## src/rtl/vgg_class_argmax_pkg.sv

```systemverilog
// Shared types, default dimensions and the fp32 ordering-key helper for the classifier stage.
package vgg_class_argmax_pkg;

  localparam int DEF_DATA_WIDTH = 32;
  localparam int DEF_NUM_CLASS  = 1000;
  localparam int DEF_IDX_WIDTH  = 10;
  localparam int DEF_NUM_IMG    = 1;

  typedef enum logic [1:0] {
    ST_RUN  = 2'd0,
    ST_EMIT = 2'd1,
    ST_DONE = 2'd2
  } state_t;

  // Maps an fp32 bit pattern onto an unsigned key whose order matches the float order.
  function automatic logic [31:0] fp32_key(input logic [31:0] x);
    return x[31] ? ~x : (x ^ 32'h8000_0000);
  endfunction

endpackage

```

## src/rtl/vgg_class_argmax_if.sv

```systemverilog
// Output-FIFO read port plus valid/ready result port of the classifier stage.
interface vgg_class_argmax_if #(
  parameter int DATA_WIDTH = 32,
  parameter int IDX_WIDTH  = 10
);
  logic [DATA_WIDTH-1:0] fifo_data;
  logic                  fifo_last;
  logic                  fifo_empty;
  logic                  fifo_rdreq;
  logic                  result_valid;
  logic                  result_ready;
  logic [IDX_WIDTH-1:0]  result_class;
  logic [DATA_WIDTH-1:0] result_score;
  logic                  result_err;
  logic                  done;

  modport master (
    input  fifo_data, fifo_last, fifo_empty, result_ready,
    output fifo_rdreq, result_valid, result_class, result_score, result_err, done
  );

  modport slave (
    output fifo_data, fifo_last, fifo_empty, result_ready,
    input  fifo_rdreq, result_valid, result_class, result_score, result_err, done
  );
endinterface

```

## src/rtl/vgg_class_argmax_fp32_key_cmp.sv

```systemverilog
// Combinational greater-than between two fp32 values via their ordering keys.
module fp32_key_cmp
  import vgg_class_argmax_pkg::*;
(
  input  logic [31:0] a,
  input  logic [31:0] b,
  output logic        gt
);

  logic [31:0] a_key;
  logic [31:0] b_key;

  always_comb begin
    a_key = fp32_key(a);
    b_key = fp32_key(b);
    gt    = a_key > b_key;
  end

endmodule

```

## src/rtl/vgg_class_argmax.sv

```systemverilog
// Argmax over per-image fp32 scores drained from the network output FIFO.
// Optional score-count checking is enabled by defining ARGMAX_CNT_CHECK_EN.
module vgg_class_argmax
  import vgg_class_argmax_pkg::*;
#(
  parameter int DATA_WIDTH = DEF_DATA_WIDTH,
  parameter int NUM_CLASS  = DEF_NUM_CLASS,
  parameter int IDX_WIDTH  = DEF_IDX_WIDTH,
  parameter int NUM_IMG    = DEF_NUM_IMG
) (
  input logic               clk,
  input logic               reset,
  vgg_class_argmax_if.master bus
);

  localparam int IMG_W = $clog2(NUM_IMG + 1);

  state_t                state_reg;
  logic                  rd_d1_reg;
  logic                  skid_full_reg;
  logic                  skid_last_reg;
  logic [DATA_WIDTH-1:0] skid_data_reg;
  logic                  first_reg;
  logic [IDX_WIDTH-1:0]  idx_reg;
  logic [IDX_WIDTH-1:0]  best_idx_reg;
  logic [DATA_WIDTH-1:0] best_score_reg;
  logic [IMG_W-1:0]      img_cnt_reg;
  logic                  result_valid_reg;
  logic [IDX_WIDTH-1:0]  result_class_reg;
  logic [DATA_WIDTH-1:0] result_score_reg;
  logic                  done_reg;

  logic                  rdreq;
  logic                  word_valid;
  logic [DATA_WIDTH-1:0] word_data;
  logic                  word_last;
  logic                  word_gt;
  logic                  take;
  logic [IDX_WIDTH-1:0]  sel_idx;
  logic [DATA_WIDTH-1:0] sel_score;
  logic [IDX_WIDTH-1:0]  idx_inc;
  logic                  hs;

  // A parked over-read word always takes priority; reads stay blocked until it is consumed.
  always_comb begin
    rdreq      = (state_reg == ST_RUN) && !bus.fifo_empty && !skid_full_reg && !reset;
    word_valid = (state_reg == ST_RUN) && (skid_full_reg || rd_d1_reg);
    word_data  = skid_full_reg ? skid_data_reg : bus.fifo_data;
    word_last  = skid_full_reg ? skid_last_reg : bus.fifo_last;
    take       = first_reg || word_gt;
    sel_idx    = take ? idx_reg : best_idx_reg;
    sel_score  = take ? word_data : best_score_reg;
    idx_inc    = (idx_reg == {IDX_WIDTH{1'b1}}) ? idx_reg : idx_reg + 1'b1;
    hs         = result_valid_reg && bus.result_ready;
  end

  fp32_key_cmp u_cmp (
    .a  (word_data),
    .b  (best_score_reg),
    .gt (word_gt)
  );

`ifdef ARGMAX_CNT_CHECK_EN
  logic over_reg;
  logic result_err_reg;
  logic at_end;
  logic err_now;

  always_comb begin
    at_end  = (idx_reg == IDX_WIDTH'(NUM_CLASS - 1));
    err_now = over_reg || !at_end;
  end

  assign bus.result_err = result_err_reg;
`else
  assign bus.result_err = 1'b0;
`endif

  always_ff @(posedge clk) begin
    if (reset) begin
      state_reg        <= ST_RUN;
      rd_d1_reg        <= 1'b0;
      skid_full_reg    <= 1'b0;
      skid_last_reg    <= 1'b0;
      skid_data_reg    <= '0;
      first_reg        <= 1'b1;
      idx_reg          <= '0;
      best_idx_reg     <= '0;
      best_score_reg   <= '0;
      img_cnt_reg      <= '0;
      result_valid_reg <= 1'b0;
      result_class_reg <= '0;
      result_score_reg <= '0;
      done_reg         <= 1'b0;
`ifdef ARGMAX_CNT_CHECK_EN
      over_reg         <= 1'b0;
      result_err_reg   <= 1'b0;
`endif
    end else begin
      rd_d1_reg <= rdreq;
      case (state_reg)
        ST_RUN: begin
          if (word_valid) begin
            skid_full_reg <= 1'b0;
            if (word_last) begin
              result_valid_reg <= 1'b1;
              result_class_reg <= sel_idx;
              result_score_reg <= sel_score;
              first_reg        <= 1'b1;
              idx_reg          <= '0;
              best_idx_reg     <= '0;
              best_score_reg   <= '0;
              state_reg        <= ST_EMIT;
`ifdef ARGMAX_CNT_CHECK_EN
              result_err_reg   <= err_now;
              over_reg         <= 1'b0;
`endif
            end else begin
              first_reg      <= 1'b0;
              idx_reg        <= idx_inc;
              best_idx_reg   <= sel_idx;
              best_score_reg <= sel_score;
`ifdef ARGMAX_CNT_CHECK_EN
              // Passing the final index without a tag marks the image as mis-sized.
              if (at_end) over_reg <= 1'b1;
`endif
            end
          end
        end
        ST_EMIT: begin
          if (rd_d1_reg && !skid_full_reg) begin
            skid_full_reg <= 1'b1;
            skid_data_reg <= bus.fifo_data;
            skid_last_reg <= bus.fifo_last;
          end
          if (hs) begin
            result_valid_reg <= 1'b0;
            img_cnt_reg      <= img_cnt_reg + 1'b1;
            if (img_cnt_reg == IMG_W'(NUM_IMG - 1)) begin
              state_reg <= ST_DONE;
              done_reg  <= 1'b1;
            end else begin
              state_reg <= ST_RUN;
            end
          end
        end
        ST_DONE: begin
          if (rd_d1_reg && !skid_full_reg) begin
            skid_full_reg <= 1'b1;
            skid_data_reg <= bus.fifo_data;
            skid_last_reg <= bus.fifo_last;
          end
        end
        default: state_reg <= ST_RUN;
      endcase
    end
  end

  assign bus.fifo_rdreq   = rdreq;
  assign bus.result_valid = result_valid_reg;
  assign bus.result_class = result_class_reg;
  assign bus.result_score = result_score_reg;
  assign bus.done         = done_reg;

endmodule
```

## src/flat_wrapper.sv

```systemverilog
// flat-port wrapper written by rule: the top's interface ports become plain ports
module vgg_class_argmax_flat import vgg_class_argmax_pkg::*;
#(
  parameter int DATA_WIDTH = DEF_DATA_WIDTH,
  parameter int NUM_CLASS  = DEF_NUM_CLASS,
  parameter int IDX_WIDTH  = DEF_IDX_WIDTH,
  parameter int NUM_IMG    = DEF_NUM_IMG
)
  (clk, reset, bus_fifo_data, bus_fifo_last, bus_fifo_empty, bus_result_ready, bus_fifo_rdreq, bus_result_valid, bus_result_class, bus_result_score, bus_result_err, bus_done);
  vgg_class_argmax_if #(.DATA_WIDTH(DATA_WIDTH), .IDX_WIDTH(IDX_WIDTH)) bus_i ();
  input logic clk;
  input logic reset;
  input wire logic [$bits(bus_i.fifo_data)-1:0] bus_fifo_data;
  input wire logic [$bits(bus_i.fifo_last)-1:0] bus_fifo_last;
  input wire logic [$bits(bus_i.fifo_empty)-1:0] bus_fifo_empty;
  input wire logic [$bits(bus_i.result_ready)-1:0] bus_result_ready;
  output wire logic [$bits(bus_i.fifo_rdreq)-1:0] bus_fifo_rdreq;
  output wire logic [$bits(bus_i.result_valid)-1:0] bus_result_valid;
  output wire logic [$bits(bus_i.result_class)-1:0] bus_result_class;
  output wire logic [$bits(bus_i.result_score)-1:0] bus_result_score;
  output wire logic [$bits(bus_i.result_err)-1:0] bus_result_err;
  output wire logic [$bits(bus_i.done)-1:0] bus_done;
  assign bus_i.fifo_data = bus_fifo_data;
  assign bus_i.fifo_last = bus_fifo_last;
  assign bus_i.fifo_empty = bus_fifo_empty;
  assign bus_i.result_ready = bus_result_ready;
  assign bus_fifo_rdreq = bus_i.fifo_rdreq;
  assign bus_result_valid = bus_i.result_valid;
  assign bus_result_class = bus_i.result_class;
  assign bus_result_score = bus_i.result_score;
  assign bus_result_err = bus_i.result_err;
  assign bus_done = bus_i.done;
  vgg_class_argmax #(.DATA_WIDTH(DATA_WIDTH), .NUM_CLASS(NUM_CLASS), .IDX_WIDTH(IDX_WIDTH), .NUM_IMG(NUM_IMG)) u_core (.clk(clk), .reset(reset), .bus(bus_i));
endmodule
```

## config.mk

```make
export PLATFORM = sky130hd
export DESIGN_NAME = vgg_class_argmax_flat
export DESIGN_NICKNAME = d
export VERILOG_FILES = /design/src/rtl/vgg_class_argmax_pkg.sv /design/src/rtl/vgg_class_argmax_if.sv /design/src/rtl/vgg_class_argmax_fp32_key_cmp.sv /design/src/rtl/vgg_class_argmax.sv /design/src/flat_wrapper.sv
export SDC_FILE = /design/constraint.sdc
export NUM_CORES = 1
export LEC_CHECK = 0
export ABC_AREA = 0
export BUFFER_PORTS_ARGS = -buffer_cell sky130_fd_sc_hd__buf_2
export CAP_MARGIN = 20
export CORE_UTILIZATION = 45
export DETAILED_ROUTE_END_ITERATION = 10
export PLACE_DENSITY = 0.67
export SETUP_SLACK_MARGIN = 0.05
export SLEW_MARGIN = 10
export SYNTH_ARGS = -nofsm -noshare
export SYNTH_HDL_FRONTEND = slang
export SYNTH_SLANG_ARGS = --single-unit
```

## constraint.sdc

```tcl
create_clock -name clk -period 3.75 [get_ports clk]
set_input_delay 0.1875 -clock clk [delete_from_list [all_inputs] [get_ports clk]]
set_output_delay 0.1875 -clock clk [all_outputs]
set_load 0.005 [all_outputs]
```

==> impl_metrics.prom <==
# TYPE chip_impl_metric gauge
chip_impl_info{name="status",value="complete, no violations"} 1
chip_impl_metric{name="number_of_register_bits_inferred_by_synthesis",unit=""} 135
chip_impl_metric{name="clk-insertion-delay-late",unit="ns"} 0.43
chip_impl_info{name="hp-class",value="in2reg"} 1
chip_impl_metric{name="syn-num-nets",unit=""} 828
chip_impl_metric{name="worst-slew-pin-transition",unit="ns"} 1.01
chip_impl_metric{name="worst-endpoint-required",unit="ns"} 4.06
chip_impl_metric{name="initial_utilization",unit="%"} 46.5
chip_impl_metric{name="timing.fmax",unit="GHz"} 0.280
chip_impl_metric{name="final_max_slew_viol_count",unit=""} 0
chip_impl_info{name="crit_path_start_kind",value="register"} 1
chip_impl_metric{name="wirelength",unit="mm"} 16.8
chip_impl_info{name="rr_startpoint",value="u_core.skid_full_reg"} 1
chip_impl_metric{name="routedWlPerCell",unit="um"} 15.8
chip_impl_metric{name="portBuffers",unit=""} 81
chip_impl_metric{name="initialDrtViolationCount",unit=""} 355
chip_impl_metric{name="setup_slack",unit="ns"} 0.179
chip_impl_metric{name="core_region_area",unit="sq um"} 15300
chip_impl_metric{name="nNetsFinal",unit=""} 914
chip_impl_metric{name="die_area",unit="sq um"} 16300
chip_impl_metric{name="num_rows",unit=""} 45
chip_impl_metric{name="ys_warn_count",unit=""} 0
chip_impl_metric{name="pre_cts_slack",unit="ns"} 0.0549
chip_impl_metric{name="rr_worst_depth",unit=""} 13
chip_impl_metric{name="power_leakage",unit="nW"} 3.16
chip_impl_metric{name="hold-worst-slack",unit="ns"} 0.0135
chip_impl_metric{name="area.growth.synth_to_final",unit="%"} 20.8
chip_impl_metric{name="synth_top_cell_area_share",unit="%"} 38.0
chip_impl_metric{name="minimum_period_implied_by_the_final_worst_setup_slack",unit="ns"} 3.57
chip_impl_metric{name="ys_seq_area_share",unit="%"} 38.0
chip_impl_metric{name="placedCellCount",unit=""} 1016
chip_impl_metric{name="async_reset_ff_share",unit="%"} 0
chip_impl_metric{name="peak_vdd_ir",unit="mV"} 0.375
chip_impl_metric{name="final_layout_size_suffix_gt1_share",unit="%"} 23.3
chip_impl_metric{name="grt-ovfl-total",unit=""} 0
chip_impl_metric{name="drt.antenna.violating_nets",unit=""} 0
chip_impl_metric{name="final_hold_viol_count",unit=""} 0
chip_impl_metric{name="timing.clock.skew",unit="ns"} 0.00993
chip_impl_metric{name="share_of_the_cycle_needed_by_the_critical_path_after_routing",unit="%"} 95.2
chip_impl_metric{name="first_global_vias",unit=""} 5430
chip_impl_metric{name="hold_depth",unit=""} 3
chip_impl_metric{name="netlist_area",unit="sq um"} 7120
chip_impl_metric{name="via_count",unit=""} 5834
chip_impl_info{name="timing.critical_path.to_type",value="register"} 1
chip_impl_metric{name="cts.clk_slew.worst_paths",unit="ns"} 0.06
chip_impl_metric{name="netlist-cell-type-count",unit=""} 52
chip_impl_info{name="grt_setup_unrepaired",value="false"} 1
chip_impl_metric{name="synth_edf_count",unit=""} 0
chip_impl_metric{name="chip_width",unit="um"} 128
chip_impl_metric{name="cp.arrival",unit="ns"} 3.88
chip_impl_info{name="min_from",value="bus_fifo_data[11]"} 1
chip_impl_metric{name="finalWeightedCongestion",unit=""} 0.831
chip_impl_metric{name="cts_made_buffers",unit=""} 17
chip_impl_metric{name="layoutNonFillerInstCount",unit=""} 1060
chip_impl_metric{name="overall_fraction_of_global_route_tracks_in_use",unit="%"} 21.6
chip_impl_metric{name="setup_total_negative_slack",unit="ns"} 0
chip_impl_info{name="rr_endpoint",value="u_core.bus.result_class[1]"} 1
chip_impl_metric{name="numClockSinks",unit=""} 135
chip_impl_metric{name="clock_path_buffers",unit=""} 2
chip_impl_info{name="root_buffer",value="sky130_fd_sc_hd__clkbuf_16"} 1
chip_impl_metric{name="finalPower",unit="mW"} 4.22
chip_impl_metric{name="crit_fanout",unit=""} 11
chip_impl_metric{name="first_pass_iters",unit=""} 7
chip_impl_metric{name="io_pins",unit=""} 83
chip_impl_metric{name="power.density_cell_area",unit="nW/um^2"} 491
chip_impl_metric{name="syn-instance-count",unit=""} 755
chip_impl_info{name="hold_end",value="u_core.skid_data_reg[11]"} 1
chip_impl_metric{name="antenna_cells",unit=""} 0
chip_impl_metric{name="remaining_drc_errors",unit=""} 0
chip_impl_metric{name="die_h",unit="um"} 128
chip_impl_metric{name="h_tree_lvls",unit=""} 4
chip_impl_metric{name="first_pass_grt_wire_length",unit="mm"} 27.5
chip_impl_info{name="synthTopCellsByArea",value="sky130_fd_sc_hd__dfxtp_1, sky130_fd_sc_hd__ha_1, sky130_fd_sc_hd__o2bb2ai_2"} 1
chip_impl_metric{name="dpl.hpwl",unit="mm"} 11.4
chip_impl_metric{name="syn_avg_cell_area",unit="sq um"} 9.43
chip_impl_metric{name="drt-vias-per-instance",unit=""} 5.50
chip_impl_metric{name="timing.max_slew.rel_slack",unit="%"} 32.5
chip_impl_info{name="clock_tree_from_tritoncts",value="done"} 1
chip_impl_metric{name="grt_start_max_net_pins",unit=""} 48
chip_impl_metric{name="max_cap_violations",unit=""} 0
chip_impl_info{name="most_area_hungry_cell_type_in_the_yosys_netlist",value="sky130_fd_sc_hd__dfxtp_1"} 1
chip_impl_info{name="worstSetupPathType",value="reg2reg"} 1
chip_impl_metric{name="finalSetupViolations",unit=""} 0
chip_impl_info{name="ys_dominant_reg_cell",value="sky130_fd_sc_hd__dfxtp_1"} 1
chip_impl_metric{name="antenna_found_initial",unit=""} 0
chip_impl_metric{name="timing.reg2reg.setup_slack",unit="ns"} 0.18
## cell usage in the layout, fill, tap and decap left out, drive strengths merged, types with 3 or more instances in the layout
cell / n
a221o: 10
o2bb2ai: 42
dfxtp: 135
ha: 36
nor3: 26
a21oi: 54
xnor2: 36
a22oi: 4
nand4: 8
buf: 115
clkinv: 5
a31oi: 3
nor2: 26
nand3: 7
or3: 34
nand2: 93
a32o: 32
clkbuf: 21
dlygate4sd3: 12
xor2: 32
o21ai: 43
inv: 15
mux2i: 34
## cell usage after synthesis, types with 2 or more instances
master,number
sky130_fd_sc_hd__a32o_1,32
sky130_fd_sc_hd__o2bb2ai_1,12
sky130_fd_sc_hd__xor2_1,32
sky130_fd_sc_hd__mux2i_1,34
sky130_fd_sc_hd__clkbuf_1,36
sky130_fd_sc_hd__nand4_1,5
sky130_fd_sc_hd__and4_1,2
sky130_fd_sc_hd__a221o_1,10
sky130_fd_sc_hd__nand4_2,3
sky130_fd_sc_hd__a221oi_1,2
sky130_fd_sc_hd__buf_6,8
sky130_fd_sc_hd__or3_1,33
sky130_fd_sc_hd__buf_2,6
sky130_fd_sc_hd__nand2b_1,2
sky130_fd_sc_hd__buf_1,6
sky130_fd_sc_hd__a22oi_1,4
sky130_fd_sc_hd__buf_4,4
sky130_fd_sc_hd__o21ai_0,41
sky130_fd_sc_hd__a31oi_1,3
sky130_fd_sc_hd__xnor2_1,36
sky130_fd_sc_hd__a21oi_1,53
sky130_fd_sc_hd__o2bb2ai_2,30
sky130_fd_sc_hd__nand3_1,7
sky130_fd_sc_hd__nor2_1,26
sky130_fd_sc_hd__ha_1,36
sky130_fd_sc_hd__nor3_1,26
sky130_fd_sc_hd__inv_1,15
sky130_fd_sc_hd__dfxtp_1,135
sky130_fd_sc_hd__nand2_1,93
## critical path, stage by stage, from the launching register on
cell and delay, ns:
sky130_fd_sc_hd__dfxtp_2 0.40, sky130_fd_sc_hd__buf_4 0.31, sky130_fd_sc_hd__mux2i_2 0.34, sky130_fd_sc_hd__xor2_1 0.11
sky130_fd_sc_hd__ha_1 0.35, sky130_fd_sc_hd__nand4_2 0.15, sky130_fd_sc_hd__or3_4 0.41, sky130_fd_sc_hd__nor4b_4 0.24
sky130_fd_sc_hd__buf_4 0.17, sky130_fd_sc_hd__a311oi_4 0.07, sky130_fd_sc_hd__buf_4 0.20, sky130_fd_sc_hd__or2_0 0.21
sky130_fd_sc_hd__buf_4 0.18, sky130_fd_sc_hd__a221o_1 0.29
## cell type report
cell class / instances / area (sq um)
Clock buffer: 21 / 450
Clock inverter: 6 / 32.5
Fill cell: 1416 / 6720
Inverter: 15 / 56.3
Multi-Input combinational cell: 545 / 4180
Sequential cell: 135 / 2710
Tap cell: 211 / 264
Timing Repair Buffer: 127 / 910
## cell families (layout without fill, tap and decap cells)
family	after synthesis	after routing	synth area share, %
buffers and inverters	75	169	5.12
adder cells (fa/ha/maj)	36	36	6.33
other	1	1	0.0527
flip-flops	135	135	38.0
XOR/XNOR	68	68	8.37
AND/OR/NAND/NOR	205	205	14.0
multiplexers	35	35	4.94
AO/OA/AOI/OAI	200	200	23.2
## worst max path at each step
stage                         startpoint                     endpoint  cells after the start  slack [ns]
floorplan           u_core.skid_full_reg  u_core.bus.result_score[13]                     14        0.11
CTS                 u_core.skid_full_reg   u_core.bus.result_score[2]                     11        0.08
detailed placement  u_core.skid_full_reg     u_core.best_score_reg[3]                     12        0.05
global placement    u_core.skid_full_reg     u_core.best_score_reg[5]                     12        0.12
global route        u_core.skid_full_reg   u_core.bus.result_class[0]                     13        0.02
finish              u_core.skid_full_reg   u_core.bus.result_class[1]                     13        0.18
## metrics by stage
step | cell area, sq um | util, %
final | 8590 | 56.1
after global placement | 7880 | 51.5
after CTS | 8490 | 55.5
after detailed placement | 7880 | 51.5
after floorplan | 7150 | -
after global routing | 8590 | 56.1
## power breakdown
part / leakage (nW) / switching [mW] / internal [mW] / total [mW]
combinational: 1.83 / 0.664 / 0.494 / 1.16
clock: 0.240 / 0.591 / 0.834 / 1.42
sequential: 1.09 / 0.0932 / 1.55 / 1.64
## timing repair
action / 4_1_cts / 5_1_grt
endpoints found under the hold margin: 12 / 0
gates resized for setup: 2 / 11
buffers inserted: 0 / 5
pin swaps: 0 / 2
hold buffers: 12 / 0
endpoints found under the setup margin: 2 / 82
## routing by layer
metal	global-route usage [%]	vias to the layer above	routed length (um)
met2	34.5	133	7790
met3	5.30	14	756
met1	28.9	2770	8060
li1	-	2917	-
met4	5.74	0	187
met5	0	-	0
(Power assumes the default switching activity.)
